===== src/rtl/bnn_pkg.sv =====
// Shared parameters, state encoding and reset banks for the BNN sequencing controller.
package bnn_pkg;

    localparam int NUM_NEURONS = 4;
    localparam int NUM_WEIGHTS = 6;
    localparam int THR_W       = 3;
    localparam int SUM_W       = $clog2(NUM_WEIGHTS + 1);
    localparam int IDX_W       = $clog2(NUM_NEURONS);

    typedef enum logic [1:0] {IDLE, LOAD_W, LOAD_T, COMMIT} state_t;

    typedef logic [NUM_NEURONS-1:0][NUM_WEIGHTS-1:0] wbank_t;
    typedef logic [NUM_NEURONS-1:0][THR_W-1:0]       tbank_t;

    // Element 0 is the rightmost word.
    localparam wbank_t DEF_W = {6'b110011, 6'b001100, 6'b000111, 6'b111000};
    localparam tbank_t DEF_T = {NUM_NEURONS{3'd2}};

    // A threshold above NUM_WEIGHTS could never fire, so it saturates there.
    function automatic logic [THR_W-1:0] clamp_thr(input logic [NUM_WEIGHTS-1:0] data);
        logic [THR_W-1:0] thr;
        thr = data[THR_W-1:0];
        if (thr > THR_W'(NUM_WEIGHTS))
            thr = THR_W'(NUM_WEIGHTS);
        clamp_thr = thr;
    endfunction

endpackage


===== src/rtl/bnn_neuron_array.sv =====
// Combinational XNOR-popcount neuron array with per-neuron threshold compare.
module bnn_neuron_array
    import bnn_pkg::*;
(
    input  wbank_t                  weights,
    input  tbank_t                  thresholds,
    input  logic [NUM_WEIGHTS-1:0]  in_data,
    output logic [NUM_NEURONS-1:0]  fire
);

    for (genvar i = 0; i < NUM_NEURONS; i++) begin : g_neuron
        logic [SUM_W-1:0] sum;
        assign sum     = SUM_W'($countones(~(in_data ^ weights[i])));
        assign fire[i] = (sum >= SUM_W'(thresholds[i]));
    end

endmodule


===== src/rtl/bnn_seq_ctrl.sv =====
// Configuration sequencer with shadow/active banks plus a one-deep registered
// inference stage on the XNOR-popcount array.
//
// state  | meaning
// IDLE   | no load in progress, cfg_start accepted
// LOAD_W | streaming weight words into the shadow bank
// LOAD_T | streaming thresholds into the shadow bank
// COMMIT | shadow copied to active, inputs stalled for this cycle
module bnn_seq_ctrl
    import bnn_pkg::*;
(
    input  logic                    clk,
    input  logic                    reset,
    input  logic                    cfg_start,
    input  logic                    cfg_abort,
    input  logic                    cfg_valid,
    input  logic [NUM_WEIGHTS-1:0]  cfg_data,
    output logic                    cfg_ready,
    output logic                    cfg_busy,
    output logic                    cfg_done,
    input  logic                    in_valid,
    input  logic [NUM_WEIGHTS-1:0]  in_data,
    output logic                    in_ready,
    output logic                    out_valid,
    output logic [NUM_NEURONS-1:0]  out_data,
    input  logic                    out_ready
);

    state_t                  state;
    logic [IDX_W-1:0]        idx;
    wbank_t                  active_w;
    wbank_t                  shadow_w;
    tbank_t                  active_t;
    tbank_t                  shadow_t;
    logic [NUM_NEURONS-1:0]  fire;
    logic                    last_idx;
    logic                    in_fire;

    assign last_idx = (idx == IDX_W'(NUM_NEURONS - 1));
    // Stalling inputs during COMMIT keeps every result tied to exactly one bank.
    assign in_ready = (!out_valid || out_ready) && (state != COMMIT);
    assign in_fire  = in_valid && in_ready;

    bnn_neuron_array u_array (
        .weights    (active_w),
        .thresholds (active_t),
        .in_data    (in_data),
        .fire       (fire)
    );

    always_ff @(posedge clk or posedge reset) begin
        if (reset) begin
            state     <= IDLE;
            idx       <= '0;
            active_w  <= DEF_W;
            active_t  <= DEF_T;
            shadow_w  <= DEF_W;
            shadow_t  <= DEF_T;
            cfg_ready <= 1'b0;
            cfg_busy  <= 1'b0;
            cfg_done  <= 1'b0;
        end else begin
            cfg_done <= 1'b0;
            case (state)
                IDLE: begin
                    if (cfg_start) begin
                        state     <= LOAD_W;
                        idx       <= '0;
                        shadow_w  <= active_w;
                        shadow_t  <= active_t;
                        cfg_ready <= 1'b1;
                        cfg_busy  <= 1'b1;
                    end
                end
                LOAD_W: begin
                    if (cfg_abort) begin
                        state     <= IDLE;
                        idx       <= '0;
                        cfg_ready <= 1'b0;
                        cfg_busy  <= 1'b0;
                    end else if (cfg_valid) begin
                        shadow_w[idx] <= cfg_data;
                        if (last_idx) begin
                            state <= LOAD_T;
                            idx   <= '0;
                        end else begin
                            idx <= idx + 1'b1;
                        end
                    end
                end
                LOAD_T: begin
                    if (cfg_abort) begin
                        state     <= IDLE;
                        idx       <= '0;
                        cfg_ready <= 1'b0;
                        cfg_busy  <= 1'b0;
                    end else if (cfg_valid) begin
                        shadow_t[idx] <= clamp_thr(cfg_data);
                        if (last_idx) begin
                            state     <= COMMIT;
                            idx       <= '0;
                            cfg_ready <= 1'b0;
                            cfg_done  <= 1'b1;
                        end else begin
                            idx <= idx + 1'b1;
                        end
                    end
                end
                COMMIT: begin
                    active_w <= shadow_w;
                    active_t <= shadow_t;
                    state    <= IDLE;
                    cfg_busy <= 1'b0;
                end
                default: begin
                    state     <= IDLE;
                    idx       <= '0;
                    cfg_ready <= 1'b0;
                    cfg_busy  <= 1'b0;
                end
            endcase
        end
    end

    always_ff @(posedge clk or posedge reset) begin
        if (reset) begin
            out_valid <= 1'b0;
            out_data  <= '0;
        end else if (in_fire) begin
            out_valid <= 1'b1;
            out_data  <= fire;
        end else if (out_ready) begin
            out_valid <= 1'b0;
        end
    end

endmodule

===== config.mk =====
export PLATFORM = sky130hd
export DESIGN_NAME = bnn_seq_ctrl
export DESIGN_NICKNAME = d
export VERILOG_FILES = /design/src/rtl/bnn_pkg.sv /design/src/rtl/bnn_neuron_array.sv /design/src/rtl/bnn_seq_ctrl.sv
export SDC_FILE = /design/constraint.sdc
export NUM_CORES = 1
export LEC_CHECK = 0
export ABC_AREA = 1
export ABC_CLOCK_PERIOD_IN_PS = 4400
export CORE_ASPECT_RATIO = 1.5
export CORE_MARGIN = 1
export CORE_UTILIZATION = 65
export CTS_CLUSTER_DIAMETER = 200
export DETAILED_ROUTE_END_ITERATION = 10
export GPL_TIMING_DRIVEN = 0
export HOLD_SLACK_MARGIN = 0.05
export PLACE_DENSITY_LB_ADDON = 0.2
export SYNTH_ARGS = -nofsm -noshare
export SYNTH_HDL_FRONTEND = slang
export SYNTH_SLANG_ARGS = --single-unit
export TNS_END_PERCENT = 20

===== constraint.sdc =====
create_clock -name clk -period 4.4 [get_ports clk]
set_input_delay 0.44 -clock clk [delete_from_list [all_inputs] [get_ports clk]]
set_output_delay 0.44 -clock clk [all_outputs]
set_load 0.05 [all_outputs]

# Word-level counts from Yosys, hierarchy flattened
# Cells that the tools add are included.
# Widths: inputs -> output; s select.
[op_classes]
add_sub_neg = 21
order_cmp = 7
eq_ne = 17
mux = 44
bitwise_logic = 8
n_reduce_logical = 18
[ops]
columns = ["op", "count"]
rows = [
  ["$mux 24", 3],
  ["$pmux 24 s2", 1],
  ["$mux 12", 3],
  ["$add 1x1->2", 12],
  ["$add 3x3->3", 8],
  ["$bwmux 24", 1],
  ["$not 6->6", 4],
  ["$pmux 12 s2", 1],
  ["$xor 6x6->6", 4],
  ["$mux 2", 11],
  ["$mux 3", 5],
  ["$ne 2x2->1 const B", 7],
  ["$bwmux 12", 1],
  ["$demux 6 s2", 1],
  ["$ge 3x3->1", 4],
  ["$ne 3x3->1 const B", 4],
  ["$mux 1", 11],
  ["$reduce_and 5->1", 2],
  ["$pmux 2 s4", 1],
  ["$reduce_and 4->1", 2],
  ["$reduce_bool 2->1", 4],
  ["$demux 3 s2", 1],
  ["$eq 2x2->1 const B", 3],
  ["$mux 6", 1],
  ["other kinds (17)", 20],
]
[totals]
register_bits = 84
inputBits = 19
output_inout_bits = 9
wordCells = 138

# Logic depth before layout (Yosys ltp)
[depth]
word_depth = 9
mapped_depth = 13
ltp_nobuf = 12

# Modules after synthesis
# A second synthesis with hierarchy kept.
[hier_totals]
cells_unflattened = 637
area_unflattened_um2 = 4952.2
[by_module_without_submodules]
columns = ["module", "n_inst", "cells_each", "area_per_inst_um2", "seq_area_each_um2"]
rows = [
  ["bnn_seq_ctrl", 1, 534, 4102.7, 2142.1],
  ["bnn_neuron_array", 1, 103, 849.6, 0.0],
]

# Worst setup path before layout
# No wires, ideal clock.
[synth_timing]
kind = "input to register"
from = "input port in_data[0]"
to = "register out_data[1]"
t_arrival_ns = 2.465
slack_ns = 1.817
path_stages = 13
cell_sequence = "clkbuf_1 > xnor2_1 > ha_1 > inv_1 > fa_1 > inv_1 > ha_1 > xnor2_1 > ha_1 > a21oi_1 > o211ai_1 > nand2_1 > nand2_1"
[synth_between]
elab_chain_len = 6
[synth_lines]
columns = ["element", "line", "rtl"]
rows = [
  ["start, declared", "bnn_seq_ctrl.sv:22", "input logic [NUM_WEIGHTS-1:0] in_data,"],
  ["$xor 6x6->6", "bnn_neuron_array.sv:13", "assign sum = SUM_W'($countones(~(in_data ^ weights[i])));"],
  ["$not 6->6", "bnn_neuron_array.sv:13", ""],
  ["$add 1x1->2 (implied by the code)", "bnn_neuron_array.sv:13", ""],
  ["$add 3x3->3 (implied by the code) (2 in a row)", "bnn_neuron_array.sv:13", ""],
  ["$ge 3x3->1", "bnn_neuron_array.sv:14", "assign fire[i] = (sum >= SUM_W'(thresholds[i]));"],
  ["end signal, assigned", "bnn_seq_ctrl.sv:131", "out_data <= fire;"],
  ["end, declared", "bnn_seq_ctrl.sv:25", "output logic [NUM_NEURONS-1:0] out_data,"],
]
# Every way passes these cells.
# A chain may end at the register's enable or synchronous reset.

# Final worst setup path
[layout_timing]
from = "register active_w[23] in the netlist's numbering"
to = "register out_data[3]"
[layout_between]
elab_chain_len = 5
[layout_lines]
columns = ["element", "line", "rtl"]
rows = [
  ["start, declared", "bnn_seq_ctrl.sv:31", "wbank_t active_w;"],
  ["start signal, assigned", "bnn_seq_ctrl.sv:110", "active_w <= shadow_w;"],
  ["$xor 6x6->6", "bnn_neuron_array.sv:13", ""],
  ["$not 6->6", "bnn_neuron_array.sv:13", ""],
  ["$add 1x1->2 (implied by the code)", "bnn_neuron_array.sv:13", ""],
  ["$add 3x3->3 (implied by the code)", "bnn_neuron_array.sv:13", ""],
  ["$ge 3x3->1", "bnn_neuron_array.sv:14", ""],
]
# Every way passes these cells.

==> qor.json <==
{
  "avgViaCountPerCell": 5.95,
  "track_usage_pct": 35.1,
  "grt_antenna_before_repair": 0,
  "worst_setup_path_end_kind": "register",
  "post-route-drc-count": 0,
  "achievable-frequency_mhz": 364,
  "rsz0062_at_grt": "false",
  "outcome": "completed",
  "final_ws_setup_ns": 1.65,
  "cp.required_ns": 4.64,
  "preCtsSetupSlack_ns": 1.47,
  "cts_max_level": 3,
  "timing.critical_path.from_type": "register",
  "reg2reg_from": "active_w[23]",
  "insertedDiodeCount": 0,
  "syn-cell-area_um2": 5090,
  "synth.largest_area_cell": "sky130_fd_sc_hd__dfrtp_1",
  "number_of_buffers_inserted_by_port_buffering": 18,
  "yosysTopAreaCellShare_pct": 25.6,
  "worst-setup-path-type": "reg -> reg",
  "worst_slew_margin_pct": 55.9,
  "placedCellCount": 761,
  "cp_data_arrival_time_ns": 2.99,
  "timing.clock.skew_ns": 0.00640,
  "reg2regPathDepth": 12,
  "report.final.slew_viol_count": 0,
  "die_h_um": 110,
  "regToRegEndpoint": "out_data[3]",
  "critical_path_fanout_max": 3,
  "ioPinCount": 28,
  "syn-num-nets": 704,
  "reg2reg_slack_ns": 1.65,
  "clk_path_buf_depth": 2,
  "timing.setup.tns_ns": 0,
  "ir_worst_vdd_v": 0.000367,
  "finalSetupViolations": 0,
  "worstHoldPathType": "in -> async",
  "largest_net_degree_at_the_start_of_global_routing": 59,
  "detailedRoute.firstPassIterationCount": 11,
  "clk_latency_ns": 0.35,
  "synth_top_area_cells": "sky130_fd_sc_hd__dfrtp_1 26%, sky130_fd_sc_hd__nand2_1 20%, sky130_fd_sc_hd__dfstp_2 17%, sky130_fd_sc_hd__ha_1 9.1%, sky130_fd_sc_hd__nand3_1 6.0%",
  "cts_inserted_buffers": 9,
  "worst_setup_hold_path_clk_slew_ns": 0.06,
  "fp.coreArea_um2": 7610,
  "root_buffer": "sky130_fd_sc_hd__clkbuf_16",
  "area_growth_pct": 12.9,
  "overall_die_area_um2": 8200,
  "timing.final.hold_violations": 0,
  "overflow": 0,
  "finish.net_count": 734,
  "power_density_nw_per_um2": 484,
  "p_leak_nw": 2.92,
  "post-route-period-util_pct": 62.5,
  "fraction_of_final_layout_cells_with_drive_strength_greater_than_1_pct": 11.7,
  "worst_max_slew_pin_slew_ns": 0.662,
  "post_synth.cell_area_avg_um2": 7.96,
  "synth_cells": 640,
  "post_cts_resize_count": 0,
  "wl_um": 13300,
  "number_of_sinks_on_the_clock_net": 84,
  "gp_routability_congestion": 0.858,
  "number_of_hold_buffers_added_after_cts": 0,
  "postCtsSetupBuffers": 0,
  "grt_pass1_wl_um": 21500,
  "start_util_pct": 66.9,
  "dp_hpwl_um": 9420,
  "num_vias": 4622,
  "seq_area_frac_synth_pct": 42.1,
  "detail-route-antenna-nets": 0,
  "ys_types": 24,
  "number_of_global_route_vias_before_repair": 4649,
  "finalCriticalPeriod_ns": 2.75,
  "placement_rows": 39,
  "layout.cells.non_filler": 777,
  "n_fill_cell": 590,
  "ys.warnings.count": 0,
  "tritoncts": "done",
  "yosys_register_bits": 84,
  "chipWidth_um": 74.3,
  "drv.max_cap_violation_count": 0,
  "dr.first_iter.drc_count": 427,
  "post_drt_wl_per_cell_um": 17.1
}
through the flow:
| step | utilization [%] | instance area (um2) | power, mW | hold slack, ns |
|---|---|---|---|---|
| 3_3_place_gp | 70.9 | 5400 | 1.89 | 0.449 |
| 5_1_grt | 75.5 | 5750 | 2.92 | 0.476 |
| 6_report | 75.5 | 5750 | 2.79 | 0.418 |
| 2_1_floorplan | - | 5090 | 1.65 | 0.439 |
| 4_1_cts | 75.5 | 5750 | 2.75 | 0.439 |
| 3_5_place_dp | 71.3 | 5430 | 1.93 | 0.454 |
critical path: stages, from the launching register on:
cell and delay (ns):
sky130_fd_sc_hd__dfstp_2 0.55, sky130_fd_sc_hd__xnor2_1 0.14, sky130_fd_sc_hd__ha_1 0.17, sky130_fd_sc_hd__inv_1 0.05
sky130_fd_sc_hd__fa_1 0.53, sky130_fd_sc_hd__inv_1 0.04, sky130_fd_sc_hd__ha_1 0.20, sky130_fd_sc_hd__xnor2_1 0.13
sky130_fd_sc_hd__ha_1 0.30, sky130_fd_sc_hd__a21oi_1 0.20, sky130_fd_sc_hd__o211ai_1 0.17, sky130_fd_sc_hd__nand2_1 0.10
sky130_fd_sc_hd__nand2_1 0.05
worst max-delay path by stage:
stage / startpoint / end / slack [ns] / depth (start not counted)
2_1_floorplan: in_data[0] / out_data[1] / 1.82 / 13
3_3_place_gp: reset / active_w[13] / 0.60 / 2
3_5_place_dp: in_data[2] / out_data[0] / 1.47 / 13
4_1_cts: active_w[23] / out_data[3] / 1.68 / 12
5_1_grt: active_w[23] / out_data[3] / 1.54 / 12
6_report: active_w[23] / out_data[3] / 1.65 / 12
cells in the mapped netlist:
cell type and number:
sky130_fd_sc_hd__a21oi_1 6, sky130_fd_sc_hd__a21oi_2 1, sky130_fd_sc_hd__buf_1 3, sky130_fd_sc_hd__buf_2 13
sky130_fd_sc_hd__buf_4 5, sky130_fd_sc_hd__buf_6 1, sky130_fd_sc_hd__clkbuf_1 12, sky130_fd_sc_hd__dfrtp_1 52
sky130_fd_sc_hd__dfstp_2 32, sky130_fd_sc_hd__fa_1 8, sky130_fd_sc_hd__ha_1 37, sky130_fd_sc_hd__inv_1 44
sky130_fd_sc_hd__inv_2 6, sky130_fd_sc_hd__nand2_1 270, sky130_fd_sc_hd__nand2_2 2, sky130_fd_sc_hd__nand3_1 61
sky130_fd_sc_hd__nand3_2 2, sky130_fd_sc_hd__nand4_1 30, sky130_fd_sc_hd__nor2_1 4, sky130_fd_sc_hd__nor2_4 1
sky130_fd_sc_hd__nor3_1 1, sky130_fd_sc_hd__o211ai_1 4, sky130_fd_sc_hd__o21ai_0 17, sky130_fd_sc_hd__xnor2_1 28
final cells by class:
class | count | area (um2) | share of cell area [%]
Timing Repair Buffer | 19 | 208 | 3.61
Clock inverter | 4 | 72.6 | 1.26
Buffer | 34 | 170 | 2.96
Clock buffer | 12 | 246 | 4.29
Multi-Input combinational cell | 472 | 2590 | 45.1
Inverter | 50 | 190 | 3.31
Tap cell | 102 | 128 | 2.22
Sequential cell | 84 | 2140 | 37.3
routing by layer:
| layer | track usage, % | vias up | part of all wire, % |
|---|---|---|---|
| met4 | 21.0 | 0 | 5.6 |
| met1 | 40.0 | 2179 | 36 |
| met3 | 7.39 | 72 | 7.9 |
| met5 | 0 | - | 0 |
| met2 | 58.4 | 268 | 51 |
| li1 | - | 2103 | - |
flip-flops by register name, indices dropped and copies added (netlist names):
signal	cells
active_w	24
shadow_w	24
active_t	12
shadow_t	12
out_data	4
idx	2
state	2
cfg_busy	1
cfg_done	1
cfg_ready	1
out_valid	1
logic make-up (layout without fill, tap and decap cells):
logic type / after synthesis / in the layout / share of synthesized area [%]
fa+ha+maj: 45 / 45 / 12.2
buf+inv: 84 / 119 / 7.03
flops: 84 / 84 / 42.1
xor+xnor: 28 / 28 / 4.82
simple gates: 371 / 371 / 30.8
compound gates: 28 / 28 / 3.02
where the power goes:
| group | switching (mW) | total, mW | internal [mW] |
|---|---|---|---|
| combinational | 0.717 | 1.03 | 0.313 |
| clock | 0.306 | 0.818 | 0.512 |
| sequential | 0.0582 | 0.937 | 0.879 |
| total | 1.08 | 2.79 | 1.70 |
cell usage in the layout, fill, tap and decap left out:
cell                                n
sky130_fd_sc_hd__buf_4              5
sky130_fd_sc_hd__nor2_4             1
sky130_fd_sc_hd__nor2_1             4
sky130_fd_sc_hd__nand4_1           30
sky130_fd_sc_hd__buf_2             13
sky130_fd_sc_hd__clkbuf_1          14
sky130_fd_sc_hd__a21oi_1            6
sky130_fd_sc_hd__clkbuf_8           1
sky130_fd_sc_hd__nand2_2            2
sky130_fd_sc_hd__clkbuf_16          9
sky130_fd_sc_hd__o211ai_1           4
sky130_fd_sc_hd__a21oi_2            1
sky130_fd_sc_hd__dfstp_2           32
sky130_fd_sc_hd__inv_2              6
sky130_fd_sc_hd__ha_1              37
sky130_fd_sc_hd__inv_4              1
sky130_fd_sc_hd__nor3_1             1
sky130_fd_sc_hd__inv_1             43
sky130_fd_sc_hd__clkinv_2           1
sky130_fd_sc_hd__xnor2_1           28
sky130_fd_sc_hd__dfrtp_1           52
sky130_fd_sc_hd__fa_1               8
sky130_fd_sc_hd__o21ai_0           17
sky130_fd_sc_hd__bufinv_16          2
sky130_fd_sc_hd__clkinvlp_4         1
sky130_fd_sc_hd__nand3_2            2
sky130_fd_sc_hd__buf_16             1
sky130_fd_sc_hd__nand2_1          270
sky130_fd_sc_hd__buf_1              3
sky130_fd_sc_hd__clkdlybuf4s50_1   18
sky130_fd_sc_hd__buf_6              1
sky130_fd_sc_hd__nand3_1           61
Power figures use the tool's default switching activity.
